### src/rtl/sensor_conditioner.sv
// sensor_conditioner: four identical loop-detector channels, each synchronized,
// debounced and tracked by a presence/stuck-on state machine feeding the light controller.
module sensor_conditioner #(
    parameter logic [15:0] DEB_CYCLES   = 16'd3,
    parameter logic [15:0] HOLD_CYCLES  = 16'd20,
    parameter logic [15:0] STUCK_CYCLES = 16'd1200
) (
    input  logic       clk,
    input  logic       arstN,
    input  logic [3:0] raw_sensor,
    output logic [3:0] sensor,
    output logic [3:0] fault,
    output logic       any_fault
);

    typedef enum logic [1:0] {
        IDLE   = 2'd0,
        ACTIVE = 2'd1,
        HOLD   = 2'd2,
        FAULT  = 2'd3
    } state_t;

    // A zero debounce length is treated as a single-cycle filter.
    localparam logic [15:0] DEB_EFF    = (DEB_CYCLES == 16'd0) ? 16'd1 : DEB_CYCLES;
    localparam logic [15:0] STUCK_LAST = STUCK_CYCLES - 16'd1;

    for (genvar i = 0; i < 4; i++) begin : g_chan
        logic [1:0]  sync_q, sync_d;
        logic        f_q, f_d;
        logic [15:0] dc_q, dc_d;
        logic [15:0] hc_q, hc_d;
        logic [15:0] sc_q, sc_d;
        state_t      state_q, state_d;

        always_ff @(posedge clk or negedge arstN) begin
            if (!arstN) begin
                sync_q  <= 2'b00;
                f_q     <= 1'b0;
                dc_q    <= 16'd0;
                hc_q    <= 16'd0;
                sc_q    <= 16'd0;
                state_q <= IDLE;
            end else begin
                sync_q  <= sync_d;
                f_q     <= f_d;
                dc_q    <= dc_d;
                hc_q    <= hc_d;
                sc_q    <= sc_d;
                state_q <= state_d;
            end
        end

        always_comb begin
            sync_d = {sync_q[0], raw_sensor[i]};
            f_d    = f_q;
            dc_d   = 16'd0;
            if (sync_q[1] != f_q) begin
                if (dc_q + 16'd1 == DEB_EFF) begin
                    f_d = ~f_q;
                end else begin
                    dc_d = dc_q + 16'd1;
                end
            end
        end

        // The stuck window counts only an uninterrupted ACTIVE stay; HOLD->ACTIVE restarts it.
        always_comb begin
            state_d = state_q;
            hc_d    = hc_q;
            sc_d    = sc_q;
            case (state_q)
                IDLE: begin
                    if (f_q) begin
                        state_d = ACTIVE;
                        sc_d    = 16'd0;
                    end
                end
                ACTIVE: begin
                    sc_d = (sc_q == 16'hFFFF) ? sc_q : sc_q + 16'd1;
                    if ((STUCK_CYCLES != 16'd0) && (sc_q == STUCK_LAST) && f_q) begin
                        state_d = FAULT;
                    end else if (!f_q) begin
                        if (HOLD_CYCLES == 16'd0) begin
                            state_d = IDLE;
                        end else begin
                            state_d = HOLD;
                            hc_d    = HOLD_CYCLES;
                        end
                    end
                end
                HOLD: begin
                    if (f_q) begin
                        state_d = ACTIVE;
                        sc_d    = 16'd0;
                    end else begin
                        hc_d = hc_q - 16'd1;
                        if (hc_q == 16'd1) begin
                            state_d = IDLE;
                        end
                    end
                end
                FAULT: begin
                    if (!f_q) begin
                        state_d = IDLE;
                    end
                end
                default: state_d = IDLE;
            endcase
        end

        assign sensor[i] = (state_q == ACTIVE) || (state_q == HOLD);
        assign fault[i]  = (state_q == FAULT);
    end

    assign any_fault = |fault;

endmodule

### config.mk
export PLATFORM = sky130hd
export DESIGN_NAME = sensor_conditioner
export DESIGN_NICKNAME = d
export VERILOG_FILES = /design/src/rtl/sensor_conditioner.sv
export SDC_FILE = /design/constraint.sdc
export NUM_CORES = 1
export LEC_CHECK = 0
export ABC_AREA = 0
export CORE_MARGIN = 5
export CORE_UTILIZATION = 57
export DETAILED_ROUTE_END_ITERATION = 10
export PLACE_DENSITY = 0.78
export SLEW_MARGIN = 10
export SYNTH_ARGS = -nofsm -noshare
export SYNTH_HDL_FRONTEND = slang
export SYNTH_SLANG_ARGS = --single-unit
### constraint.sdc
create_clock -name clk -period 2.5 [get_ports clk]
set_input_delay 0.375 -clock clk [delete_from_list [all_inputs] [get_ports clk]]
set_output_delay 0.375 -clock clk [all_outputs]
set_load 0.01 [all_outputs]
# == Word-level counts from Yosys, hierarchy flattened ==
# Index checks and enable logic that the tools add are counted.
# word_totals
reg_bits,212
inputBits,6
output_inout_bits,9
elab_cells,213
# classes
n_addsub,12
n_eq_ne,68
mux,64
bitwise_logic,4
reduce_logical,41
# ops
operator,n
$mux 16,28
$pmux 16 s2,8
$add 16x1->16 const B,8
$eq 16x1->1 const B,4
$eq 16x11->1 const B,4
$eq 16x16->1 const B,4
$eq 16x2->1 const B,4
$sub 16x1->16 const B,4
$mux 2,24
$ne 2x2->1 const B,24
$pmux 2 s4,4
$reduce_and 4->1,8
$ne 3x3->1 const B,8
$eq 2x2->1 const B,8
$reduce_bool 2->1,8
$reduce_and 3->1,4
$eq 2x1->1 const B,4
$logic_not 2->1,4
$ne 2x1->1 const B,4
$reduce_and 2->1,4
$reduce_or 2->1,4
$logic_and 1x1->1,4
$logic_or 1x1->1,4
$ne 1x1->1,4
other kinds (2),5

# == Longest topological paths before layout ==
# Gate-level depths: netlist (run 1).
# logic_depth
ltp_word,4
ltp_mapped,10
ltp_nobuf,8

# == Least setup slack after synthesis (run 1) ==
# OpenSTA, ideal clock, no wires.
# synth_timing
path_kind,register to register
from,reg g_chan[2].dc_q[0]
to,reg g_chan[2].f_q
setup_time_ns,0.125
arrival_time_ns,2.516
required_ns,2.375
setup_slack_ns,-0.141
stages_incl_launch_ff,8
n_path_buf,0
period_less_slack_ns,2.641
cell_sequence,dfrtp_1 > ha_1 > nand2_2 > or4_4 > a2111oi_4 > o21ai_2 > a211oi_4 > mux2_4
# synth_via
elab_chain_cells,3
# synth_lines
element,line,rtl
"start, declared",30,"logic [15:0] dc_q, dc_d;"
"start signal, assigned",39,dc_q <= 16'd0;
"start signal, assigned",46,dc_q <= dc_d;
$add 16x1->16,58,if (dc_q + 16'd1 == DEB_EFF) begin
$eq 16x2->1,58,
$reduce_and 2->1 (no line),-,
"end signal, assigned",38,f_q <= 1'b0;
"end signal, assigned",45,f_q <= f_d;
"end, declared",29,"logic f_q, f_d;"
# Every way passes these cells.
# A chain may end at the register's enable or synchronous reset.

# == Final worst setup path (run 1) ==
# layout_timing
from,reg g_chan[0].state_q[0]
to,out any_fault
# layout_via
elab_chain_cells,2
# layout_lines
element,line,rtl
"start, declared",33,"state_t state_q, state_d;"
"start signal, assigned",49,state_q <= state_d;
$eq 2x2->1,112,assign fault[i] = (state_q == FAULT);
$reduce_or 4->1,115,assign any_fault = |fault;
"end, declared",13,output logic any_fault
# Every way passes these cells.

==> results of run 1 <==
[routing by layer]
metal  GRT usage (%)  up-vias  wire length (um)
li1                -     4702                 -
met1            28.3     4593             11100
met2            32.7      192             11200
met3            2.92       28               994
met4            3.87        0               262
met5               0        -                 0
[worst paths after layout]
kind / startpoint / end / slack, ns / cells after the start
max in group asynchronous: arstN / g_chan[1].dc_q[11] / 1.40 / 3
worst max-delay path: g_chan[0].state_q[0] / any_fault / 0.06 / 3
worst min register to register: g_chan[3].sync_q[0] / g_chan[3].sync_q[1] / 0.35 / 0
worst max register to register: g_chan[2].dc_q[1] / g_chan[2].f_q / 0.12 / 7
worst min-delay path: raw_sensor[1] / g_chan[1].sync_q[0] / 0.30 / 1
min in group asynchronous: arstN / g_chan[3].dc_q[14] / 0.41 / 2
[cells in the final DEF (no fill, tap or decap), types with 9 or more instances in the layout]
cell type        Yosys  final
a21oi_1             43     43
a31oi_1             15     15
and2_1               9      9
and3_1              22     22
and4_1               9      9
buf_4                1     55
clkbuf_16            0     25
clkdlybuf4s50_1      0     12
dfrtp_1            212    211
ha_1                40     38
inv_1               40     40
mux2_2              11     11
nand2_1             79     79
nand2b_1            17     17
nand3_1             62     61
nand3b_1             9      9
nand4_1             33     33
nor2_1             181    181
nor3_1              60     59
nor4_1              28     24
nor4b_1             13     12
o21ai_0            110    110
o31ai_1             23     23
or2_2                9      9
or3_1               18     18
xnor2_1             62     62
xor2_1              39     39
[cells by family (layout without fill, tap and decap cells)]
group | Yosys count | after routing
and+or+nand+nor | 573 | 573
buffers and inverters | 94 | 157
adders and majority gates | 40 | 40
muxes | 17 | 17
DFF | 212 | 212
AOI/OAI and AO/OA | 256 | 256
xor gates and xnor gates | 101 | 101
[flip-flops by register name, indices dropped and copies added (netlist names)]
signal,count
g_chan.dc_q,64
g_chan.f_q,4
g_chan.hc_q,64
g_chan.sc_q,64
g_chan.state_q,8
g_chan.sync_q,8
[what timing repair did]
| item | 4_1_cts | 5_1_grt |
|---|---|---|
| endpoints found under the setup margin | 8 | 34 |
| buffers inserted | 0 | 1 |
| endpoints found under the hold margin | 68 | 0 |
| pin swaps | 0 | 1 |
| resized for setup | 3 | 9 |
| hold buffers | 1 | 0 |
[layout make-up]
| type | count | share of cell area (%) |
|---|---|---|
| Multi-Input combinational cell | 987 | 46.0 |
| Sequential cell | 212 | 39.7 |
| Clock buffer | 38 | 5.64 |
| Timing Repair Buffer | 73 | 4.68 |
| Tap cell | 270 | 2.52 |
| Inverter | 40 | 1.12 |
| Clock inverter | 6 | 0.411 |
[where the power goes]
part | internal, mW | switching [mW]
Combinational | 1.93 | 2.71
Sequential | 3.92 | 0.509
Clock | 2.16 | 1.36
[metrics by stage]
| step | hold WS, ns | util [%] | setup WS, ns | power (mW) |
|---|---|---|---|---|
| 6_report | 0.299 | 65.9 | 0.0570 | 12.6 |
| 5_1_grt | 0.286 | 65.9 | -0.00901 | 13.5 |
| 4_1_cts | 0.291 | 65.6 | 0.0575 | 12.6 |
| 3_5_place_dp | 0.345 | 61.6 | -0.0263 | 9.04 |
| 3_3_place_gp | 0.332 | 61.6 | 0.114 | 8.91 |
| 2_1_floorplan | 0.0794 | - | -0.0167 | 7.53 |
==> results.cfg, run 1 <==
[sta]
worst-slew-pin-transition_ns = 0.607
setup-tns-final_ns = 0
hold_violations = 0
period_minus_slack_ns = 2.44
setup_viol = 0
fin_skew_ns = 0.00663
max_freq_ghz = 0.409
fin_crit_sh_pct = 97.7
relSlewSlack_pct = 59.2
slew_violations = 0

[clock_tree]
numClockSinks = 212
root_buffer = clkbuf_16
htree_levels = 1
clkLatencyLatePin_ns = 0.51
cts_buffer_depth = 3
cts_tree = yes
cts_buffers = 24
clk_pin_slew_ns = 0.06

[grt]
grt_pass1_vias = 9087
grt_pass1_wl_mm = 41.4
grt_overflow = 0
grt_max_degree = 72
grt_usage_pct = 19.8
antenna_found_initial = 0

[synth]
ys_top_cells_by_count = dfrtp_1 (212), nor2_1 (181), o21ai_0 (110)
synth.area.top_cells = dfrtp_1 (45%), nor2_1 (5.8%), o21ai_0 (4.7%)
synth_seq_cells = 212
synth_xor_area_share_pct = 7.52
async_flop_share_pct = 100
synthAdderAreaFrac_pct = 4.25
syn_nets = 1339
yosysTopAreaCell = dfrtp_1
synth_top_family_by_area = simple AND/OR/NAND/NOR gates
synth_top_area_share_pct = 45.1
synth-seq-area-share_pct = 45.1
synth_warnings = 0
synth.most_common_cell = dfrtp_1
syn_inst = 1293
synth_ff_type = dfrtp_1
yosys-mux-area-fraction_pct = 1.61
syn-cell-area_um2 = 11800
yosysUniqueCellTypes = 74
syn_area_per_cell_um2 = 9.10
synth-compound-area-share_pct = 13.6
synth_edf_count = 0
synth-simple-area-share_pct = 24.7

[cells_and_area]
layout-drive-gt1-share_pct = 10.8
fill_cells = 1609
area_growth_pct = 13.7
seq_area_um2 = 5310
multi_input_area_um2 = 6150
nets = 1384
diodes = 0
fin_cells = 1626
fin_area_um2 = 13400

[placement]
hpwlAfterDp_mm = 15.7
port-buffer-count = 14
numPlacedInstances = 1580
dpl_cell_area_um2 = 12500
gp_congestion = 0.869

[floorplanning]
core_um2 = 20300
initial_core_util_pct = 58.0
fp.dieW_um = 154
die_h_um = 154
pin_count = 15
die_area_um2 = 23600
row_count = 52

[power_and_ir_drop]
p_leak_nw = 5.67
power_per_cell_area_nw_per_um2 = 941
peakVddDrop_uv = 750

[worst_setup_path]
crit_path_max_incr_delay_ns = 0.56
critPathArrivalTime_ns = 2.07
worstSetupEndpointType = output port
crit_family = simple AND/OR/NAND/NOR gates
path_max_fanout = 4
crit_slowest_cell = or4_1
crit_buf_inv = 1
cp_cell_sequence = ha_1 > or4_1 > dlygate4sd2_1
worstPathRequired_ns = 2.12
start_kind = flip-flop
crit_type = reg2out

[drt]
wirelength_mm = 23.6
detail_route.wl_per_cell_um = 14.5
firstDrtPassIters = 5
drc = 0
vias_per_cell = 5.85
drt_iter0_drc = 577
vias = 9515
drtAntennaViolNets = 0

[worst_hold_path]
hp-class = in2reg

[flow_run]
cap_violations = 0

[status]
status = finished clean
No activity file was read; power rests on OpenSTA's default activity.
==> run 2: changes to the inputs <==
==> constraint.sdc (replaced) <==
create_clock -name clk -period 2.5 [get_ports clk]
set_input_delay 0.5 -clock clk [delete_from_list [all_inputs] [get_ports clk]]
set_output_delay 0.5 -clock clk [all_outputs]
set_load 0.01 [all_outputs]
==> run 2 against run 1 <==
First-iteration DRC count up 19%; power grew 1.7%; core utilization up 0.29 points; highest routed layer unchanged; sequential cell count did not move; cell area increased by 0.44%; sequential share of layout area down 0.17 points; via count fell by 0.95%; combinational power fell by 1%; hold slack improved by 0.048 ns; critical endpoint is now sensor[1]; final cell count up 0.12%.
==> results.cfg, run 2 (synthesis gave the netlist of run 1 again) <==
[drt]
detail_route.wl_per_cell_um = 14.2
drtAntennaViolNets = 0
firstDrtPassIters = 5
vias = 9425
vias_per_cell = 5.79
drc = 0
wirelength_mm = 23.1
drt_iter0_drc = 684

[worst_setup_path]
crit_type = reg2out
worstPathRequired_ns = 2.00
timing.rr.start = g_chan[2].dc_q[1]
worstSetupEndpoint = sensor[1]
worstSetupEndpointType = output port
r2r_setup_slack_ns = 0.12
critPathArrivalTime_ns = 1.91
startpoint = g_chan[1].state_q[1]
rr_endpoint = g_chan[2].f_q
path_max_fanout = 4
start_kind = flip-flop
rr_worst_depth = 7

[power_and_ir_drop]
p_sw_mw = 4.58
seqPwrFrac_pct = 34.8
peakVddDrop_uv = 990
combPwrFrac_pct = 35.7
power_per_cell_area_nw_per_um2 = 953
p_int_mw = 8.23
swShare_pct = 35.7
power_frac_clock_pct = 29.4
design_power_total_mw = 12.8
p_leak_nw = 5.70

[cells_and_area]
final_common_cell = dfrtp_1
layout-drive-gt1-share_pct = 11.3
largest_registers = g_chan.dc_q: 64 flops, g_chan.hc_q: 64 flops, g_chan.sc_q: 64 flops
fin_area_um2 = 13400
fin_cells = 1628
most-common-layout-cells = dfrtp_1 (211), nor2_1 (181), o21ai_0 (110)
fin_util_pct = 66.2
nets = 1386
area_growth_pct = 14.2
diodes = 0

[sta]
max_freq_ghz = 0.415
slew_violations = 0
worst-slew-pin-transition_ns = 0.575
holdWs_ns = 0.347
hold_violations = 0
setup_viol = 0
setup-tns-final_ns = 0
fin_skew_ns = 0.0100
period_minus_slack_ns = 2.41
relSlewSlack_pct = 61.4
fin_crit_sh_pct = 96.4
layout_setup_ws_ns = 0.0893

[clock_tree]
root_buffer = clkbuf_16
clk_pin_slew_ns = 0.06
cts_buffer_depth = 3
htree_levels = 1
cts_tree = yes
clkLatencyLatePin_ns = 0.51
numClockSinks = 212
cts_buffers = 24

[floorplanning]
core_um2 = 20300
pin_count = 15
die_area_um2 = 23600
fp.dieW_um = 154
initial_core_util_pct = 58.0
row_count = 52
die_h_um = 154

[placement]
gp_congestion = 0.860
hpwlAfterDp_mm = 15.7
port-buffer-count = 14
numPlacedInstances = 1579
dpl_cell_area_um2 = 12500
place_ws_ns = 0.0645

[grt]
grt_pass1_vias = 9001
grt_pass1_wl_mm = 40.9
use_met3_pct = 2.28
grt_use_met2_pct = 32.7
grt_usage_pct = 19.5
grt_overflow = 0
grt_util_met1_pct = 27.6
grt_busiest_layer = met2
antenna_found_initial = 0
grt_max_degree = 66

[status]
status = finished clean

[worst_hold_path]
hold_start = g_chan[3].sync_q[0]
hp-class = reg2reg

[flow_run]
cap_violations = 0
## run 2: cell types whose count changed in the layout (fill, tap and decap cells not counted), moves of 2 or more
cell / change
buf_4: +3
bufinv_16: +3
ha_1: -3
clkbuf_8: -2
clkinv_2: -2
clkinvlp_4: +2
ha_2: +2
nor4_1: +2
nor4_2: -2
## run 2: worst min-delay path by stage
stage	end	slack, ns	cells after the start
2_1_floorplan	g_chan[0].dc_q[0]	0.20	0
3_3_place_gp	g_chan[1].sync_q[1]	0.33	0
3_5_place_dp	g_chan[3].sync_q[1]	0.33	0
4_1_cts	g_chan[3].sync_q[1]	0.35	0
5_1_grt	g_chan[3].sync_q[1]	0.36	0
6_report	g_chan[3].sync_q[1]	0.35	0
## run 2: power groups by stage
stage / sequential, mW / combinational, mW / clock, mW
6_report: 4.46 / 4.58 / 3.77
5_1_grt: 4.55 / 5.13 / 4.01
4_1_cts: 4.44 / 4.59 / 3.86
3_5_place_dp: 4.48 / 4.51 / 0
3_3_place_gp: 4.46 / 4.40 / 0
2_1_floorplan: 4.34 / 3.19 / 0
## run 2: worst max-delay path, stage by stage (launching register included)
cell             delay, ns
dfrtp_1               0.43
inv_1                 0.11
ha_1                  0.32
clkdlybuf4s50_1       0.55
## run 2: metal layers
layer / up-vias / share of wire, %
met1: 4523 / 47
met5: - / 0
met2: 155 / 48
li1: 4717 / -
met4: 0 / 1.5
met3: 30 / 3.3
## run 2: layout make-up
cell class              instances  area, um^2
fillers                      1600        6860
multi-input cells             987        6150
flip-flops and latches        212        5310
clock buffers                  35         723
repair buffers                 75         628
well taps                     270         338
clock inverters                 9         150
inverters                      40         150
## run 2: timing repair
| item | CTS | global route |
|---|---|---|
| pin swaps | 0 | 1 |
| endpoints found under the hold margin | 60 | 0 |
| endpoints found under the setup margin | 1 | 42 |
| hold buffers | 1 | 0 |
| buffers inserted | 3 | 1 |
| resized for setup | 6 | 10 |
==> run 3: changes to the inputs <==
--- a/config.mk
+++ b/config.mk
@@ -6,10 +6,11 @@
 export NUM_CORES = 1
 export LEC_CHECK = 0
 export ABC_AREA = 0
-export CORE_MARGIN = 5
-export CORE_UTILIZATION = 57
+export CELL_PAD_IN_SITES_DETAIL_PLACEMENT = 1
+export CELL_PAD_IN_SITES_GLOBAL_PLACEMENT = 1
+export CORE_UTILIZATION = 45
 export DETAILED_ROUTE_END_ITERATION = 10
-export PLACE_DENSITY = 0.78
+export PLACE_DENSITY = 0.79
 export SLEW_MARGIN = 10
 export SYNTH_ARGS = -nofsm -noshare
 export SYNTH_HDL_FRONTEND = slang
==> run 3 against run 2 <==
Cell area is 1.4% higher; die area rose by 13%; core utilization is 13 points lower.
==> results.cfg, run 3 (synthesis gave the netlist of run 1 again) <==
[cells_and_area]
largest_registers = g_chan.dc_q: 64 flops, g_chan.hc_q: 64 flops, g_chan.sc_q: 64 flops
diodes = 0
area_growth_pct = 15.8
final_common_cell = dfrtp_1
fill_cells = 2900
layout-drive-gt1-share_pct = 12.3
nets = 1399
seq_area_um2 = 5310
most-common-layout-cells = dfrtp_1 (210), nor2_1 (179), o21ai_0 (109)
fin_cells = 1701
multi_input_area_um2 = 6160

[floorplanning]
die_area_um2 = 26800
row_count = 58
fp.dieW_um = 164
core_um2 = 25400
die_h_um = 164
initial_core_util_pct = 46.3
pin_count = 15

[sta]
period_minus_slack_ns = 2.47
slew_violations = 0
max_freq_ghz = 0.405
rsz0062_at_grt = true
setup_viol = 0
setup-tns-final_ns = 0
hold_violations = 0
fin_crit_sh_pct = 98.7
worst-slew-pin-transition_ns = 0.527
layout_setup_ws_ns = 0.0333
relSlewSlack_pct = 64.8
fin_skew_ns = 0.00871
holdWs_ns = 0.352

[clock_tree]
clkLatencyLatePin_ns = 0.52
root_buffer = clkbuf_16
clk_pin_slew_ns = 0.06
cts_tree = yes
htree_levels = 1
cts_buffers = 25
numClockSinks = 212
cts_buffer_depth = 3

[drt]
firstDrtPassIters = 6
detail_route.wl_per_cell_um = 16.9
drt_iter0_drc = 654
vias = 9764
drtAntennaViolNets = 0
wirelength_mm = 28.7
drc = 0
vias_per_cell = 5.74

[worst_setup_path]
crit_type = reg2reg
worstSetupEndpointType = flip-flop
path_max_fanout = 4
critPathArrivalTime_ns = 2.87
start_kind = flip-flop
worstPathRequired_ns = 2.91

[grt]
grt_pass1_vias = 10100
grt_use_met2_pct = 38.1
grt_overflow = 0
antenna_found_initial = 0
use_met3_pct = 2.78
grt_pass1_wl_mm = 49.4
grt_usage_pct = 22.1
grt_util_met1_pct = 29.2
grt_busiest_layer = met2
grt_max_degree = 59

[power_and_ir_drop]
power_per_cell_area_nw_per_um2 = 981
peakVddDrop_uv = 597
design_power_total_mw = 13.4
p_leak_nw = 5.77

[placement]
numPlacedInstances = 1647
gp_congestion = 0.824
hpwlAfterDp_mm = 19.6
place_ws_ns = 0.0537
port-buffer-count = 14

[flow_run]
cap_violations = 0

[status]
status = finished clean

[worst_hold_path]
hp-class = reg2reg
## run 3: report_power, final
| part | internal (mW) | switching, mW |
|---|---|---|
| clock | 2.35 | 1.46 |
| sequential | 3.92 | 0.529 |
| combinational | 2.12 | 2.99 |
## run 3: worst paths after layout
check,from,to,slack [ns],cells after the start
worst min register to register,g_chan[3].sync_q[0],g_chan[3].sync_q[1],0.35,0
worst min-delay path,g_chan[3].sync_q[0],g_chan[3].sync_q[1],0.35,0
min in group asynchronous,arstN,g_chan[0].hc_q[10],0.51,2
worst max-delay path,g_chan[2].dc_q[1],g_chan[2].f_q,0.03,7
max in group asynchronous,arstN,g_chan[2].sync_q[0],1.25,3
worst max register to register,g_chan[2].dc_q[1],g_chan[2].f_q,0.03,7
## run 3: per-layer routing
metal / vias up / wire, um
li1: 4736 / -
met1: 4876 / 13100
met5: - / 0
met3: 53 / 642
met4: 0 / 728
met2: 99 / 14200
## run 3: layout make-up
type / instances / share of cell area [%]
clock buffers: 37 / 5.44
well taps: 330 / 3.03
clock inverters: 8 / 0.900
flip-flops and latches: 212 / 38.9
multi-input cells: 987 / 45.2
inverters: 40 / 1.10
repair buffers: 87 / 5.34
## run 3: worst max-delay path, stage by stage (launching register included)
cell and delay (ns):
dfrtp_2 0.41, buf_4 0.13, nand2_1 0.08, or4_4 0.53
a2111oi_4 0.43, o21ai_2 0.14, a211oi_4 0.31, mux2_4 0.32
## run 3: through the flow
step           instance area [um^2]  util (%)
2_1_floorplan                 11800         -
3_3_place_gp                  12600      49.7
3_5_place_dp                  12600      49.7
4_1_cts                       13600      53.4
5_1_grt                       13600      53.7
6_report                      13600      53.7
## run 3: what timing repair did
action                                  CTS  global route
buffers inserted                          5             3
endpoints found under the hold margin    51             0
resized for setup                         6            14
hold buffers                              1             0
pin swaps                                 0             4
endpoints found under the setup margin    1            41
